`src/rtl/fwd_ctrl_if.sv`:
```
// fwd_ctrl_if: ID-stage hazard inputs and forwarding/stall outputs of fwd_ctrl_unit.
// stall_count and CNT_W exist only when STALL_COUNT_EN is defined.
interface fwd_ctrl_if #(
    parameter int REG_AW = 5
`ifdef STALL_COUNT_EN
  , parameter int CNT_W = 16
`endif
);
    logic              id_valid;
    logic [REG_AW-1:0] id_rs;
    logic [REG_AW-1:0] id_rt;
    logic              id_uses_rt;
    logic [REG_AW-1:0] id_dest;
    logic              id_regwrite;
    logic              id_memread;
    logic              flush;
    logic              stall;
    logic [1:0]        fwd_a_sel;
    logic [1:0]        fwd_b_sel;
`ifdef STALL_COUNT_EN
    logic [CNT_W-1:0]  stall_count;
    modport master (
        output id_valid, id_rs, id_rt, id_uses_rt, id_dest, id_regwrite, id_memread, flush,
        input  stall, fwd_a_sel, fwd_b_sel, stall_count
    );
    modport slave (
        input  id_valid, id_rs, id_rt, id_uses_rt, id_dest, id_regwrite, id_memread, flush,
        output stall, fwd_a_sel, fwd_b_sel, stall_count
    );
`else
    modport master (
        output id_valid, id_rs, id_rt, id_uses_rt, id_dest, id_regwrite, id_memread, flush,
        input  stall, fwd_a_sel, fwd_b_sel
    );
    modport slave (
        input  id_valid, id_rs, id_rt, id_uses_rt, id_dest, id_regwrite, id_memread, flush,
        output stall, fwd_a_sel, fwd_b_sel
    );
`endif
endinterface

```
`src/rtl/fwd_ctrl_unit.sv`:
```
// fwd_ctrl_unit: EX operand forwarding selects and one-cycle load-use stall.
// Define STALL_COUNT_EN to add the saturating stall_count output.
module fwd_ctrl_unit #(
    parameter int REG_AW = 5
`ifdef STALL_COUNT_EN
  , parameter int CNT_W = 16
`endif
) (
    input logic       clk,
    input logic       rst,
    fwd_ctrl_if.slave bus
);
    localparam logic [1:0] SEL_RF = 2'b00, SEL_EXMEM = 2'b01, SEL_MEMWB = 2'b10;
    // A producer in MEM/WB at ID time has written back before the consumer reaches EX,
    // so only ID/EX and EX/MEM need tracking here.
    logic              idex_valid_q, idex_valid_d, idex_regwrite_q, idex_regwrite_d;
    logic              idex_memread_q, idex_memread_d;
    logic [REG_AW-1:0] idex_dest_q, idex_dest_d, exmem_dest_q, exmem_dest_d;
    logic              exmem_valid_q, exmem_valid_d, exmem_regwrite_q, exmem_regwrite_d;
    logic [1:0]        fwd_a_q, fwd_a_d, fwd_b_q, fwd_b_d;
    logic              idex_live, exmem_live, hazard, squash, stall_c;

    always_comb begin
        idex_live        = idex_valid_q && idex_regwrite_q && idex_dest_q != '0;
        exmem_live       = exmem_valid_q && exmem_regwrite_q && exmem_dest_q != '0;
        hazard           = bus.id_valid && idex_valid_q && idex_memread_q && idex_dest_q != '0 &&
                           (idex_dest_q == bus.id_rs || (bus.id_uses_rt && idex_dest_q == bus.id_rt));
        stall_c          = hazard && !bus.flush && !rst;
        squash           = hazard || bus.flush;
        idex_valid_d     = bus.id_valid && !squash;
        idex_dest_d      = bus.id_dest;
        idex_regwrite_d  = bus.id_regwrite;
        idex_memread_d   = bus.id_memread;
        exmem_valid_d    = idex_valid_q;
        exmem_dest_d     = idex_dest_q;
        exmem_regwrite_d = idex_regwrite_q;
        fwd_a_d = squash                                     ? SEL_RF    :
                  (idex_live && idex_dest_q == bus.id_rs)    ? SEL_EXMEM :
                  (exmem_live && exmem_dest_q == bus.id_rs)  ? SEL_MEMWB : SEL_RF;
        fwd_b_d = (squash || !bus.id_uses_rt)                ? SEL_RF    :
                  (idex_live && idex_dest_q == bus.id_rt)    ? SEL_EXMEM :
                  (exmem_live && exmem_dest_q == bus.id_rt)  ? SEL_MEMWB : SEL_RF;
    end

    always_ff @(posedge clk) begin
        if (rst) begin
            idex_valid_q     <= 1'b0;
            idex_dest_q      <= '0;
            idex_regwrite_q  <= 1'b0;
            idex_memread_q   <= 1'b0;
            exmem_valid_q    <= 1'b0;
            exmem_dest_q     <= '0;
            exmem_regwrite_q <= 1'b0;
            fwd_a_q          <= SEL_RF;
            fwd_b_q          <= SEL_RF;
        end else begin
            idex_valid_q     <= idex_valid_d;
            idex_dest_q      <= idex_dest_d;
            idex_regwrite_q  <= idex_regwrite_d;
            idex_memread_q   <= idex_memread_d;
            exmem_valid_q    <= exmem_valid_d;
            exmem_dest_q     <= exmem_dest_d;
            exmem_regwrite_q <= exmem_regwrite_d;
            fwd_a_q          <= fwd_a_d;
            fwd_b_q          <= fwd_b_d;
        end
    end

    assign bus.stall     = stall_c;
    assign bus.fwd_a_sel = fwd_a_q;
    assign bus.fwd_b_sel = fwd_b_q;

`ifdef STALL_COUNT_EN
    logic [CNT_W-1:0] stall_cnt_q, stall_cnt_d;

    always_comb stall_cnt_d = (stall_c && stall_cnt_q != '1) ? stall_cnt_q + CNT_W'(1) : stall_cnt_q;

    always_ff @(posedge clk) begin
        if (rst) stall_cnt_q <= '0;
        else     stall_cnt_q <= stall_cnt_d;
    end

    assign bus.stall_count = stall_cnt_q;
`endif
endmodule
```
`src/flat_wrapper.sv`:
```
// flat-port wrapper written by rule: the top's interface ports become plain ports
module fwd_ctrl_unit_flat 
#(
    parameter int REG_AW = 5

)
  (clk, rst, bus_id_valid, bus_id_rs, bus_id_rt, bus_id_uses_rt, bus_id_dest, bus_id_regwrite, bus_id_memread, bus_flush, bus_stall, bus_fwd_a_sel, bus_fwd_b_sel);
  fwd_ctrl_if #(.REG_AW(REG_AW)) bus_i ();
  input logic clk;
  input logic rst;
  input wire logic [$bits(bus_i.id_valid)-1:0] bus_id_valid;
  input wire logic [$bits(bus_i.id_rs)-1:0] bus_id_rs;
  input wire logic [$bits(bus_i.id_rt)-1:0] bus_id_rt;
  input wire logic [$bits(bus_i.id_uses_rt)-1:0] bus_id_uses_rt;
  input wire logic [$bits(bus_i.id_dest)-1:0] bus_id_dest;
  input wire logic [$bits(bus_i.id_regwrite)-1:0] bus_id_regwrite;
  input wire logic [$bits(bus_i.id_memread)-1:0] bus_id_memread;
  input wire logic [$bits(bus_i.flush)-1:0] bus_flush;
  output wire logic [$bits(bus_i.stall)-1:0] bus_stall;
  output wire logic [$bits(bus_i.fwd_a_sel)-1:0] bus_fwd_a_sel;
  output wire logic [$bits(bus_i.fwd_b_sel)-1:0] bus_fwd_b_sel;
  assign bus_i.id_valid = bus_id_valid;
  assign bus_i.id_rs = bus_id_rs;
  assign bus_i.id_rt = bus_id_rt;
  assign bus_i.id_uses_rt = bus_id_uses_rt;
  assign bus_i.id_dest = bus_id_dest;
  assign bus_i.id_regwrite = bus_id_regwrite;
  assign bus_i.id_memread = bus_id_memread;
  assign bus_i.flush = bus_flush;
  assign bus_stall = bus_i.stall;
  assign bus_fwd_a_sel = bus_i.fwd_a_sel;
  assign bus_fwd_b_sel = bus_i.fwd_b_sel;
  fwd_ctrl_unit #(.REG_AW(REG_AW)) u_core (.clk(clk), .rst(rst), .bus(bus_i));
endmodule
```
`config.mk`:
```
export PLATFORM = sky130hd
export DESIGN_NAME = fwd_ctrl_unit_flat
export DESIGN_NICKNAME = d
export VERILOG_FILES = /design/src/rtl/fwd_ctrl_if.sv /design/src/rtl/fwd_ctrl_unit.sv /design/src/flat_wrapper.sv
export SDC_FILE = /design/constraint.sdc
export NUM_CORES = 1
export LEC_CHECK = 0
export ABC_AREA = 1
export BUFFER_PORTS_ARGS = -buffer_cell sky130_fd_sc_hd__buf_2
export CAP_MARGIN = 20
export CORE_ASPECT_RATIO = 1.25
export CORE_MARGIN = 1.5
export CORE_UTILIZATION = 35
export DETAILED_ROUTE_END_ITERATION = 8
export GPL_TIMING_DRIVEN = 0
export PLACE_DENSITY = 0.6
export SLEW_MARGIN = 20
export SYNTH_ARGS = -nofsm -noshare
export SYNTH_HDL_FRONTEND = slang
export SYNTH_SLANG_ARGS = --single-unit
```
`constraint.sdc`:
```
create_clock -name clk -period 1.23 [get_ports clk]
set_input_delay 0.1845 -clock clk [delete_from_list [all_inputs] [get_ports clk]]
set_output_delay 0.1845 -clock clk [all_outputs]
set_load 0.01 [all_outputs]
```
==> out/summary.md, run 1 <==
Setup slack after layout: -0.4720 ns. The logs give 1.752 mm for the sum of routed wire length over all layers and 27 for the I/O pin count. Synthesis produced 122 cells. Of all nets on the critical path, the largest fanout is 5.

The logs give 6 for the setup violation total in the final timing report and 19 for the total clock sinks. The post-synthesis adder-cell area fraction works out to 0. In this run, the number of DRC markers left after iteration 0 of detailed routing was 15.

In the final routed layout, each cell accounts on average for 9.369 microns. The count of synthesis-stage warnings from yosys was 0; the peak clock frequency supported by timing was 587.5 MHz. Dividing total power by cell area gives a power density of 972.5 nW/um^2. The top-area cell type share of the netlist area is 0.4234, and the final worst clock skew is 0.004818 ns. Initial antenna violation count: 0.

Synthesized cell area: 898.4 sq um. The flow ran to the end, but the final reports show violations. In the synthesized netlist, the cells that appear most often are sky130_fd_sc_hd__nor2_1 (24), sky130_fd_sc_hd__nand2_1 (21), sky130_fd_sc_hd__inv_1 (20), sky130_fd_sc_hd__dfxtp_1 (19), sky130_fd_sc_hd__xnor2_1 (10). The run gives 1.394 mm as the HPWL after detailed placement.

After detailed routing, the number of remaining DRC violations is 0. The simple-gate portion of the synthesized area was 0.3343. The final reports fail on negative setup slack.

The tools report the global-route wire length before repair as 2.918 mm. Setup repair after global routing could not meet its margin everywhere. The clock passes through at most 2 buffers. Summed over all instances, the cell type with the most area after synthesis is sky130_fd_sc_hd__dfxtp_1. The largest individual stage delay along the critical path comes from the cell sky130_fd_sc_hd__dfxtp_4. In this run the remaining antenna-violating nets after routing total 0. The number of antenna diodes in the final layout is 0. The logs give 0.1370 for the overall routing resource usage and 0.3701 for the starting density of the core. The kind of capture point of the worst setup path was a primary output. The share of cell area taken by muxes after synthesis is 0, and the total net switching power is 0.3019 mW.

The relative contribution of combinational cells to total power was 0.160; the part of the total power dissipated in the clock network was 0.267. For the area enclosed by the die boundary, the log shows 2882 sq um. After detailed routing, the number of vias per cell comes to 4.299.

Measured along the y axis, the die boundary spans 59.65 microns. The post-synthesis xor/xnor area fraction is 0.1365, and the count of buffers inserted at the top-level ports is 25. sky130_fd_sc_hd__nor2_1 is the most common cell in the netlist.

Yosys attributes the largest share of cell area to sky130_fd_sc_hd__dfxtp_1 (42%), sky130_fd_sc_hd__nor2_1 (10%), sky130_fd_sc_hd__xnor2_1 (9.7%), sky130_fd_sc_hd__nand2_1 (8.8%), sky130_fd_sc_hd__inv_1 (8.4%). The critical path goes through or2_1 > a21oi_2 > nand3_2 > nand2_2 > nand2_4 > nor3_4 > buf_2. The type of the worst setup path was flop to primary output.

TritonCTS built the clock tree. For the pin count of the biggest net entering global routing, the log shows 11. The logs give 804 for the via count and 0 for the total count of max-transition violations in the final report. Count of nets after finishing: 177.

The share of the cycle needed by the critical path after routing came out at 1.384. Number of enable-type register cells in the synthesized netlist: 0. The global route total overflow was 0; the area of the placeable core was 2427 sq um. The share of final-layout standard cells stronger than drive strength 1 was 0.3636.

The tools report the relative slew slack as 0.7084. Clock tree synthesis selected as its root buffer the cell sky130_fd_sc_hd__clkbuf_4. Routability-driven placement congestion ratio: 0.8690.

For this design the static power due to leakage is 0.6011 nW. The portion of the post-synthesis area used by sequential elements is 0.4234. The maximum cell stage delay along the critical path is 0.37 ns, and the cell area after placement is 1071 sq um. The largest family of logic cells by synthesized area was simple AND/OR/NAND/NOR gates. Buffers inserted during clock tree synthesis total 3. In the synthesized netlist the dominant register cell turns out to be sky130_fd_sc_hd__dfxtp_1. From synthesis to final layout, the design area changed by 31.76%. The maximum level of the CTS H-tree came out at 1.

For the number of placement rows, the log shows 20. In this run, synthesis produced a sequential element count of 19. Floorplan die width: 48.32 microns. The launching element type of the critical path is a flop. The switching share of total power is 0.2623. The tools report the cell-internal power as 0.8492 mW. Across the run, the number of max-cap violations was 0.

For the part of the power in registers, the log shows 0.573. After layout, the design draws a total of 1.151 mW. The data required time at the worst endpoint is 1.05 ns. The run gives 750 as the via count of the first global-routing pass. The tightest min-delay check is of the input port to flop type. The run gives 144 as the net count after synthesis. The share of the core filled with cells in the final layout came out at 0.4876.

The worst-margin pin slew is 0.4373 ns. The clock input transition at the sequential cells of the worst setup and hold paths came out at 0.10 ns. The finished cells cover 1184 sq um. Fill cells in the final layout number 258.

Clock latency on the worst-skew pair: 0.29 ns. The async set or reset register ratio after synthesis is 0, and the number of distinct library cells after synthesis is 18. The first-pass iteration count of the detailed router was 5; the synthesized area per cell was 7.364 sq um. Data arrives at the worst endpoint at 1.52 ns. Across the VDD grid, the largest voltage drop is 549.4 uV. The minimum clock period works out to 1.702 ns.

Complex-gate fraction of the synthesized area: 0.005571. For the final-report hold violation count, the log shows 0.
routing by layer:
layer / vias to the layer above / GRT usage / part of all wire
met3: 4 / 0.03788 / 0.044
met2: 18 / 0.2262 / 0.51
li1: 433 / - / -
met5: - / 0 / 0
met4: 0 / 0.1265 / 0.024
met1: 349 / 0.1435 / 0.43
worst max-delay path, delay by kind of cell (launching register included):
family / cells / cell delay (ns)
flip-flops: 1 / 0.37
buffers and inverters: 1 / 0.14
AND/OR/NAND/NOR: 5 / 0.56
AO/OA/AOI/OAI: 1 / 0.15
cell families (layout without fill, tap and decap cells):
kind of cell              after synthesis  in the layout
DFF                                    19             19
and+or+nand+nor                        64             64
buffers and inverters                  24             56
xor gates and xnor gates               14             14
AOI/OAI and AO/OA                       1              1
state kept, by name (all words and copies together) (netlist names):
name	cells
u_core.idex_memread_q	1
u_core.exmem_valid_q	1
u_core.exmem_regwrite_d	1
u_core.exmem_dest_d	5
u_core.exmem_regwrite_q	1
u_core.exmem_dest_q	5
u_core.bus.fwd_a_sel	2
u_core.bus.fwd_b_sel	2
u_core.exmem_valid_d	1
final timing paths:
path                                              from                     end  slack (ns)  cells after the start
worst min-delay path                    bus_id_dest[3]  u_core.exmem_dest_d[3]        0.08                      3
worst min register to register    u_core.exmem_valid_d    u_core.exmem_valid_q        0.45                      2
worst max register to register  u_core.exmem_dest_d[1]    u_core.exmem_valid_d       -0.09                      8
worst max-delay path            u_core.exmem_dest_d[1]               bus_stall       -0.47                      7
through the flow:
stage	hold slack [ns]	setup WS (ns)	setup TNS [ns]	instances
after floorplan	0.2915	0.001180	0	122
after global placement	0.3823	-0.2241	-0.4049	180
after detailed placement	0.3896	-0.2431	-0.5244	180
after CTS	0.06917	-0.4894	-1.000	185
after global routing	0.06825	-0.5659	-1.299	187
final	0.07879	-0.4720	-0.8828	187
power groups by stage:
stage | clock network [mW] | logic (mW) | registers (mW)
final | 0.307 | 0.184 | 0.660
after global routing | 0.350 | 0.206 | 0.663
after CTS | 0.322 | 0.171 | 0.660
after detailed placement | 0 | 0.164 | 0.674
after global placement | 0 | 0.160 | 0.673
after floorplan | 0 | 0.102 | 0.668
placed cells by master (no fill, tap or decap), drive strengths merged:
master	n
a21oi	1
buf	28
clkbuf	6
dfxtp	19
inv	22
nand2	23
nand3	5
nand3b	2
nand4	4
nor2	24
nor3	5
or2	1
xnor2	10
xor2	4
cell type report:
class,count,area (sq um),area share
multi-input cells,79,483.0,0.4080
flip-flops and latches,19,391.6,0.3309
repair buffers,28,151.4,0.1279
inverters,22,82.58,0.06977
well taps,33,41.29,0.03488
clock buffers,4,26.28,0.02220
plain buffers,2,7.507,0.006342
timing repair:
action	CTS	global route
pin swaps	5	10
gates resized for setup	7	18
hold buffers	0	0
buffers inserted	1	2
endpoints found under the setup margin	6	6
Note: power is estimated with default switching activity, not from simulation.
==> inputs of run 2 (changes only) <==
--- a/config.mk
+++ b/config.mk
@@ -14,6 +14,7 @@
 export DETAILED_ROUTE_END_ITERATION = 8
 export GPL_TIMING_DRIVEN = 0
 export PLACE_DENSITY = 0.6
+export SKIP_LAST_GASP = 1
 export SLEW_MARGIN = 20
 export SYNTH_ARGS = -nofsm -noshare
 export SYNTH_HDL_FRONTEND = slang
==> out/summary.md, run 2 (synthesized netlist as in run 1, its figures left out) <==
The run gives 1.394 mm (unchanged) as the HPWL after detailed placement. Highest-count cells in the layout ignoring fill and taps: sky130_fd_sc_hd__buf_2 (25), sky130_fd_sc_hd__nor2_1 (19), sky130_fd_sc_hd__inv_1 (18), sky130_fd_sc_hd__nand2_1 (18), sky130_fd_sc_hd__dfxtp_1 (14) (was sky130_fd_sc_hd__buf_2 (25), sky130_fd_sc_hd__inv_1 (18), sky130_fd_sc_hd__nand2_1 (18), sky130_fd_sc_hd__nor2_1 (18), sky130_fd_sc_hd__dfxtp_1 (14)). The height of the die is 59.65 microns (unchanged). The I/O pin count was 27 (unchanged); the reported max-cap violation count was 0 (unchanged).

The final-report hold violation count was 0 (unchanged). Setup repair after global routing could not meet its margin everywhere. The logs give 11 (unchanged) for the pin count of the biggest net entering global routing and 0.3701 (unchanged) for the starting density of the core.

The logs give 0 (unchanged) for the initial antenna violation count and 2427 sq um (unchanged) for the area of the placeable core. The class of the worst hold path is input port to flop (unchanged). The worst-margin pin slew came out at 0.4392 ns (was 0.4373 ns). The tools report the via count of the first global-routing pass as 750 (unchanged). For the maximum level of the CTS H-tree, the log shows 1 (unchanged).

The most common cell after layout, fill and taps aside is sky130_fd_sc_hd__buf_2 (unchanged). The CTS buffer count was 3 (unchanged). The number of diodes was 0 (unchanged). The run gives 177 (unchanged) as the count of nets after finishing.

The share of final-layout standard cells stronger than drive strength 1 was 0.3571 (was 0.3636); the largest voltage drop on the vdd net was 549.4 uV (about the same). The number of placement rows is 20 (unchanged), and the clock latency on the worst-skew pair is 0.29 ns (about the same). The logs give 6 (was 5) for the first-pass iteration count of the detailed router and 586.7 MHz (was 587.5 MHz) for the peak clock frequency supported by timing.

The routability-driven placement congestion ratio was 0.8690 (unchanged); the power density over the cells was 974.2 nW/um^2 (was 972.5 nW/um^2). Worst-path maximum fanout: 5 (unchanged). The setup violation total in the final timing report came out at 6 (unchanged). The post-detailed-route via-to-cell ratio works out to 4.289 (was 4.299).

The run gives 180 (unchanged) as the instance count after placement with tap cells included. The worst-case reg-to-reg path depth is 8 (unchanged). The clock input transition at the sequential cells of the worst setup and hold paths works out to 0.10 ns (about the same). The relative slew slack is 0.7072 (was 0.7084), and the floorplan die width is 48.32 microns (unchanged). Wire length per cell: 9.385 microns (was 9.369 microns).

TritonCTS built the clock tree. The launching element type of the critical path is a flop (unchanged). Number of fill cells in the layout: 259 (was 258). The total clock sinks is 19 (unchanged), and the reg-to-reg setup timing slack is -0.09 ns (about the same). The data required time at the worst endpoint came out at 1.05 ns (about the same). For the final worst clock skew, the log shows 0.004870 ns (was 0.004818 ns).

The run gives 2 (unchanged) as the largest buffer count on any clock path. The tools report the cell at the root of the clock tree as sky130_fd_sc_hd__clkbuf_4 (unchanged). The area enclosed by the die boundary was 2882 sq um (unchanged); the global route total overflow was 0 (unchanged). The tools report the launching point of the worst reg2reg path as u_core.exmem_dest_d[1] (unchanged). The overall power consumption is 1.151 mW (about the same).

Violated checks: negative setup slack (unchanged). The global-route wire length before repair is 2.918 mm (unchanged), and the initial DRC count is 15 (unchanged). The static leakage power was 0.6012 nW (was 0.6011 nW); the via count was 802 (was 804). The tools report the worst reg2reg path endpoint as u_core.exmem_valid_d (unchanged). Area overhead of the layout relative to synthesis: 31.48% (was 31.76%).

Total count of max-transition violations in the final report: 0 (unchanged). The number of nets with antenna violations after detailed routing was 0 (unchanged); the minimum clock period was 1.705 ns (was 1.702 ns). Start point of the worst hold path: bus_id_dest[3] (unchanged). Cell depth of the worst min-delay path: 3 (unchanged). The non-filler instance count after layout is 187 (unchanged). The share of the cycle needed by the critical path after routing is 1.386 (was 1.384). The kind of capture point of the worst setup path was a primary output (unchanged). The worst hold path endpoint was u_core.exmem_dest_d[3] (unchanged).

The setup slack after layout came out at -0.4745 ns (was -0.4720 ns). The sum of routed wire length over all layers is 1.755 mm (was 1.752 mm), and the overall routing resource usage is 0.1370 (unchanged). The run gives 1.52 ns (about the same) as the worst endpoint data arrival time. The post-route worst hold slack was 0.07879 ns (about the same); the count of buffers inserted at the top-level ports was 25 (unchanged). The run finished, with violations left. Type of the worst setup path: flop to primary output (unchanged). The residual DRC count came out at 0 (unchanged).
run 2: cell counts in the layout (fill, tap and decap cells not counted):
Identical to the previous run, type by type.
run 2: layer usage:
metal | track usage | wire (microns) | share of wire | vias up
met1 | 0.1435 | 749 | 0.43 | 348
li1 | - | - | - | 432
met4 | 0.1265 | 42 | 0.024 | 0
met2 | 0.2262 | 886 | 0.50 | 18
met3 | 0.03788 | 77 | 0.044 | 4
met5 | 0 | 0 | 0 | -
run 2: final cells by class:
type,count,area [sq um],share of cell area
Inverter,22,82.58,0.06992
Clock buffer,4,26.28,0.02225
Tap cell,33,41.29,0.03496
Timing Repair Buffer,28,151.4,0.1282
Sequential cell,19,391.6,0.3316
Multi-Input combinational cell,79,480.5,0.4068
Buffer,2,7.507,0.006356
run 2: metrics by stage:
step / setup slack, ns / util / setup TNS [ns] / area, sq um
finish: -0.4745 / 0.4866 / -0.8977 / 1181
global route: -0.5659 / 0.4866 / -1.304 / 1181
CTS: -0.4894 / 0.4634 / -1.000 / 1125
detailed placement: -0.2431 / 0.4412 / -0.5244 / 1071
global placement: -0.2241 / 0.4412 / -0.4049 / 1071
floorplan: 0.001180 / - / 0 / 904.6
run 2: worst max-delay path by stage:
| stage | cells past startpoint | slack (ns) | to | start |
|---|---|---|---|---|
| floorplan | 6 | 0.001 | bus_stall | u_core.exmem_dest_d[1] |
| global placement | 7 | -0.22 | bus_stall | u_core.exmem_dest_d[1] |
| detailed placement | 7 | -0.24 | bus_stall | u_core.exmem_dest_d[1] |
| CTS | 7 | -0.49 | bus_stall | u_core.exmem_dest_d[1] |
| global route | 9 | -0.57 | bus_stall | u_core.exmem_dest_d[3] |
| finish | 7 | -0.47 | bus_stall | u_core.exmem_dest_d[1] |
run 2: worst max-delay path, cell delays in order, from the launching register on:
cell and delay (ns):
sky130_fd_sc_hd__dfxtp_4 0.37, sky130_fd_sc_hd__or2_1 0.21, sky130_fd_sc_hd__a21oi_2 0.15, sky130_fd_sc_hd__nand3_2 0.11, sky130_fd_sc_hd__nand2_2 0.10, sky130_fd_sc_hd__nand2_4 0.06, sky130_fd_sc_hd__nor3_4 0.09, sky130_fd_sc_hd__buf_2 0.14
run 2: where the power goes:
| part | switching (mW) | internal, mW | total (mW) | leakage (nW) |
|---|---|---|---|---|
| registers | 0.0226 | 0.637 | 0.659 | 0.158 |
| logic | 0.0976 | 0.0863 | 0.184 | 0.428 |
| clock network | 0.181 | 0.126 | 0.307 | 0.0150 |
run 2: what timing repair did:
item	CTS	global route
pin swaps	5	10
gates resized for setup	7	17
hold buffers	0	0
endpoints found under the setup margin	6	6
setup buffers	1	2
==> inputs of run 3 (changes only) <==
==> constraint.sdc (replaced) <==
create_clock -name clk -period 1.7 [get_ports clk]
set_input_delay 0.255 -clock clk [delete_from_list [all_inputs] [get_ports clk]]
set_output_delay 0.255 -clock clk [all_outputs]
set_load 0.01 [all_outputs]
==> out/summary.md, run 3 (synthesized netlist as in run 1, its figures left out) <==
The flow ran to the end, but the final reports show violations. Violated checks: negative setup slack (unchanged). The tools report the clock latency on the worst-skew pair as 0.30 ns (was 0.29 ns). The tools report the initial antenna violation count as 0 (unchanged). The area of the placeable core was 2427 sq um (unchanged).

Setup repair after global routing could not meet its margin everywhere. The tools report the share of the core filled with cells in the final layout as 0.4892 (was 0.4866). The static leakage power is 0.6021 nW (was 0.6012 nW).

The tools report the worst reg2reg path endpoint as u_core.bus.fwd_a_sel[1] (was u_core.exmem_valid_d). The power density over the cells works out to 706.0 nW/um^2 (was 974.2 nW/um^2). For the number of placement rows, the log shows 20 (unchanged).

The sum of routed wire length over all layers is 1.851 mm (was 1.755 mm), and the height of the die is 59.65 microns (unchanged). The tools report the register area as 390.4 sq um (was 391.6 sq um). Most common cell after layout, fill and taps aside: sky130_fd_sc_hd__buf_2 (unchanged). The worst path in the final design needs a cycle of 1.763 ns, including I/O delays and setup.

The tools report the combined area of the multi-input logic cells as 456.7 sq um (was 480.5 sq um). Highest-count cells in the layout ignoring fill and taps: sky130_fd_sc_hd__buf_2 (25), sky130_fd_sc_hd__nor2_1 (21), sky130_fd_sc_hd__inv_1 (18), sky130_fd_sc_hd__nand2_1 (18), sky130_fd_sc_hd__dfxtp_1 (15) (was sky130_fd_sc_hd__buf_2 (25), sky130_fd_sc_hd__nor2_1 (19), sky130_fd_sc_hd__inv_1 (18), sky130_fd_sc_hd__nand2_1 (18), sky130_fd_sc_hd__dfxtp_1 (14)). The kind of capture point of the worst setup path was a flop (was a primary output). Type of the worst setup path: flop to flop (was flop to primary output).

The hold-fix buffer count after cts is 0 (unchanged). The number of diodes is 0 (unchanged), and the total count of max-transition violations in the final report is 0 (unchanged). The run gives 0.1459 (was 0.1370) as the overall routing resource usage. The setup slack after layout is -0.06345 ns (was -0.4745 ns), and the peak clock frequency supported by timing is 567.1 MHz. The run gives 771 (was 750) as the via count of the first global-routing pass.

Worst-case reg-to-reg path depth: 11 (was 8). The routability-driven placement congestion ratio came out at 0.7900 (was 0.8690). The relative slew slack came out at 0.7399 (was 0.7072).

The critical path launch point was u_core.exmem_dest_d[1] (unchanged). The floorplan die width is 48.32 microns (unchanged). The data required time at the worst endpoint was 1.91 ns (was 1.05 ns). The post-detailed-route via-to-cell ratio works out to 4.288 (was 4.289). The overall power consumption is 0.8383 mW (was 1.151 mW). The logs give 1 (unchanged) for the maximum level of the CTS H-tree and 2 (unchanged) for the largest buffer count on any clock path. The worst-path maximum fanout works out to 5 (unchanged). The launching element type of the critical path was a flop (unchanged). For the largest voltage drop on the vdd net, the log shows 353.6 uV (was 549.4 uV).

The run gives 257 (was 259) as the number of fill cells in the layout. The tools report the residual DRC count as 0 (unchanged). The area enclosed by the die boundary was 2882 sq um (unchanged); the count of buffers inserted at the top-level ports was 25 (unchanged).

For the non-filler instance count after layout, the log shows 191 (was 187). Worst setup path endpoint: u_core.bus.fwd_a_sel[1] (was bus_stall). For the HPWL after detailed placement, the log shows 1.443 mm (was 1.394 mm). The final-report hold violation count is 0 (unchanged). The tools report the pre-CTS setup slack as 0.1620 ns (was -0.2431 ns).

The via count is 819 (was 802), and the worst endpoint data arrival time is 1.97 ns (was 1.52 ns). The logs give 0 (unchanged) for the reported max-cap violation count and 3 (was 6) for the setup violation total in the final timing report. The setup TNS after final layout was -0.1127 ns (was -0.8977 ns); the number of nets with antenna violations after detailed routing was 0 (unchanged). Share of final-layout standard cells stronger than drive strength 1: 0.3608 (was 0.3571).

TritonCTS built the clock tree. The starting density of the core was 0.3701 (unchanged); the global-route wire length before repair was 3.174 mm (was 2.918 mm). The logs give 27 (unchanged) for the I/O pin count and 0 (unchanged) for the global route total overflow. The instance count after placement with tap cells included was 180 (unchanged). The tools report the initial DRC count as 7 (was 15). The total clock sinks was 19 (unchanged).

For the CTS buffer count, the log shows 3 (unchanged). The worst-margin pin slew is 0.3902 ns (was 0.4392 ns). The count of nets after finishing is 181 (was 177), and the first-pass iteration count of the detailed router is 2 (was 6). The launching point of the worst reg2reg path was u_core.exmem_dest_d[1] (unchanged). Class of the worst hold path: input port to flop (unchanged). The share of the cycle needed by the critical path after routing is 1.037, and the wire length per cell is 9.691 microns (was 9.385 microns). The area overhead of the layout relative to synthesis was 32.17% (was 31.48%). The reg-to-reg setup timing slack is -0.06 ns (was -0.09 ns), and the final worst clock skew is 0.003404 ns (was 0.004870 ns). The run gives 12 (was 11) as the pin count of the biggest net entering global routing.

The cell at the root of the clock tree was sky130_fd_sc_hd__clkbuf_4 (unchanged). The clock input transition at the sequential cells of the worst setup and hold paths was 0.11 ns (was 0.10 ns).
-- run 3: through the flow --
step | hold WS [ns] | cell area [sq um]
2_1_floorplan | 0.3620 | 898.4
3_3_place_gp | 0.4366 | 1065
3_5_place_dp | 0.4390 | 1065
4_1_cts | 0.1357 | 1156
5_1_grt | 0.1346 | 1187
6_report | 0.1429 | 1187
-- run 3: area by class of cell --
cell class	count	share of cell area
inverter	22	0.06955
timing repair buffer	32	0.1528
tap	33	0.03477
clock inverter	1	0.004215
sequential	19	0.3288
buffer	2	0.006322
clock buffer	3	0.01897
multi-input combinational	79	0.3846
-- run 3: what timing repair did --
action                                  CTS  global route
gates resized for setup                   8            10
buffers inserted                          6             2
endpoints found under the hold margin     0             0
pin swaps                                 5             7
endpoints found under the setup margin    1             3
-- run 3: worst min path at each step --
| stage | from | end | slack, ns | depth (start not counted) |
|---|---|---|---|---|
| finish | bus_id_dest[0] | u_core.exmem_dest_d[0] | 0.14 | 3 |
| global route | bus_id_dest[4] | u_core.exmem_dest_d[4] | 0.13 | 3 |
| CTS | bus_id_dest[2] | u_core.exmem_dest_d[2] | 0.14 | 3 |
| detailed placement | u_core.exmem_valid_d | u_core.exmem_valid_q | 0.44 | 2 |
| global placement | u_core.exmem_valid_d | u_core.exmem_valid_q | 0.44 | 2 |
| floorplan | bus_id_dest[0] | u_core.exmem_dest_d[0] | 0.36 | 2 |
-- run 3: report_power, final --
group	leakage (nW)	switching [mW]	internal [mW]
Sequential	0.158	0.0163	0.461
Combinational	0.426	0.0689	0.0656
Clock	0.0177	0.139	0.0877
Total	0.602	0.224	0.614
-- run 3: metal layers --
layer | track usage | routed length (microns) | vias to the layer above
met5 | 0 | 0 | -
li1 | - | - | 437
met3 | 0.02525 | 69 | 7
met2 | 0.2540 | 931 | 17
met1 | 0.1614 | 786 | 358
met4 | 0.1102 | 64 | 0
-- run 3: worst max-delay path, cell delays in order (launching register included) --
cell                       delay, ns
sky130_fd_sc_hd__dfxtp_4        0.37
sky130_fd_sc_hd__or2_0          0.21
sky130_fd_sc_hd__a21oi_2        0.15
sky130_fd_sc_hd__nand3_2        0.10
sky130_fd_sc_hd__buf_4          0.15
sky130_fd_sc_hd__buf_6          0.10
sky130_fd_sc_hd__buf_4          0.12
sky130_fd_sc_hd__buf_4          0.12
sky130_fd_sc_hd__buf_4          0.12
sky130_fd_sc_hd__nand3b_4       0.15
sky130_fd_sc_hd__nand2_2        0.06
sky130_fd_sc_hd__nor2_1         0.04
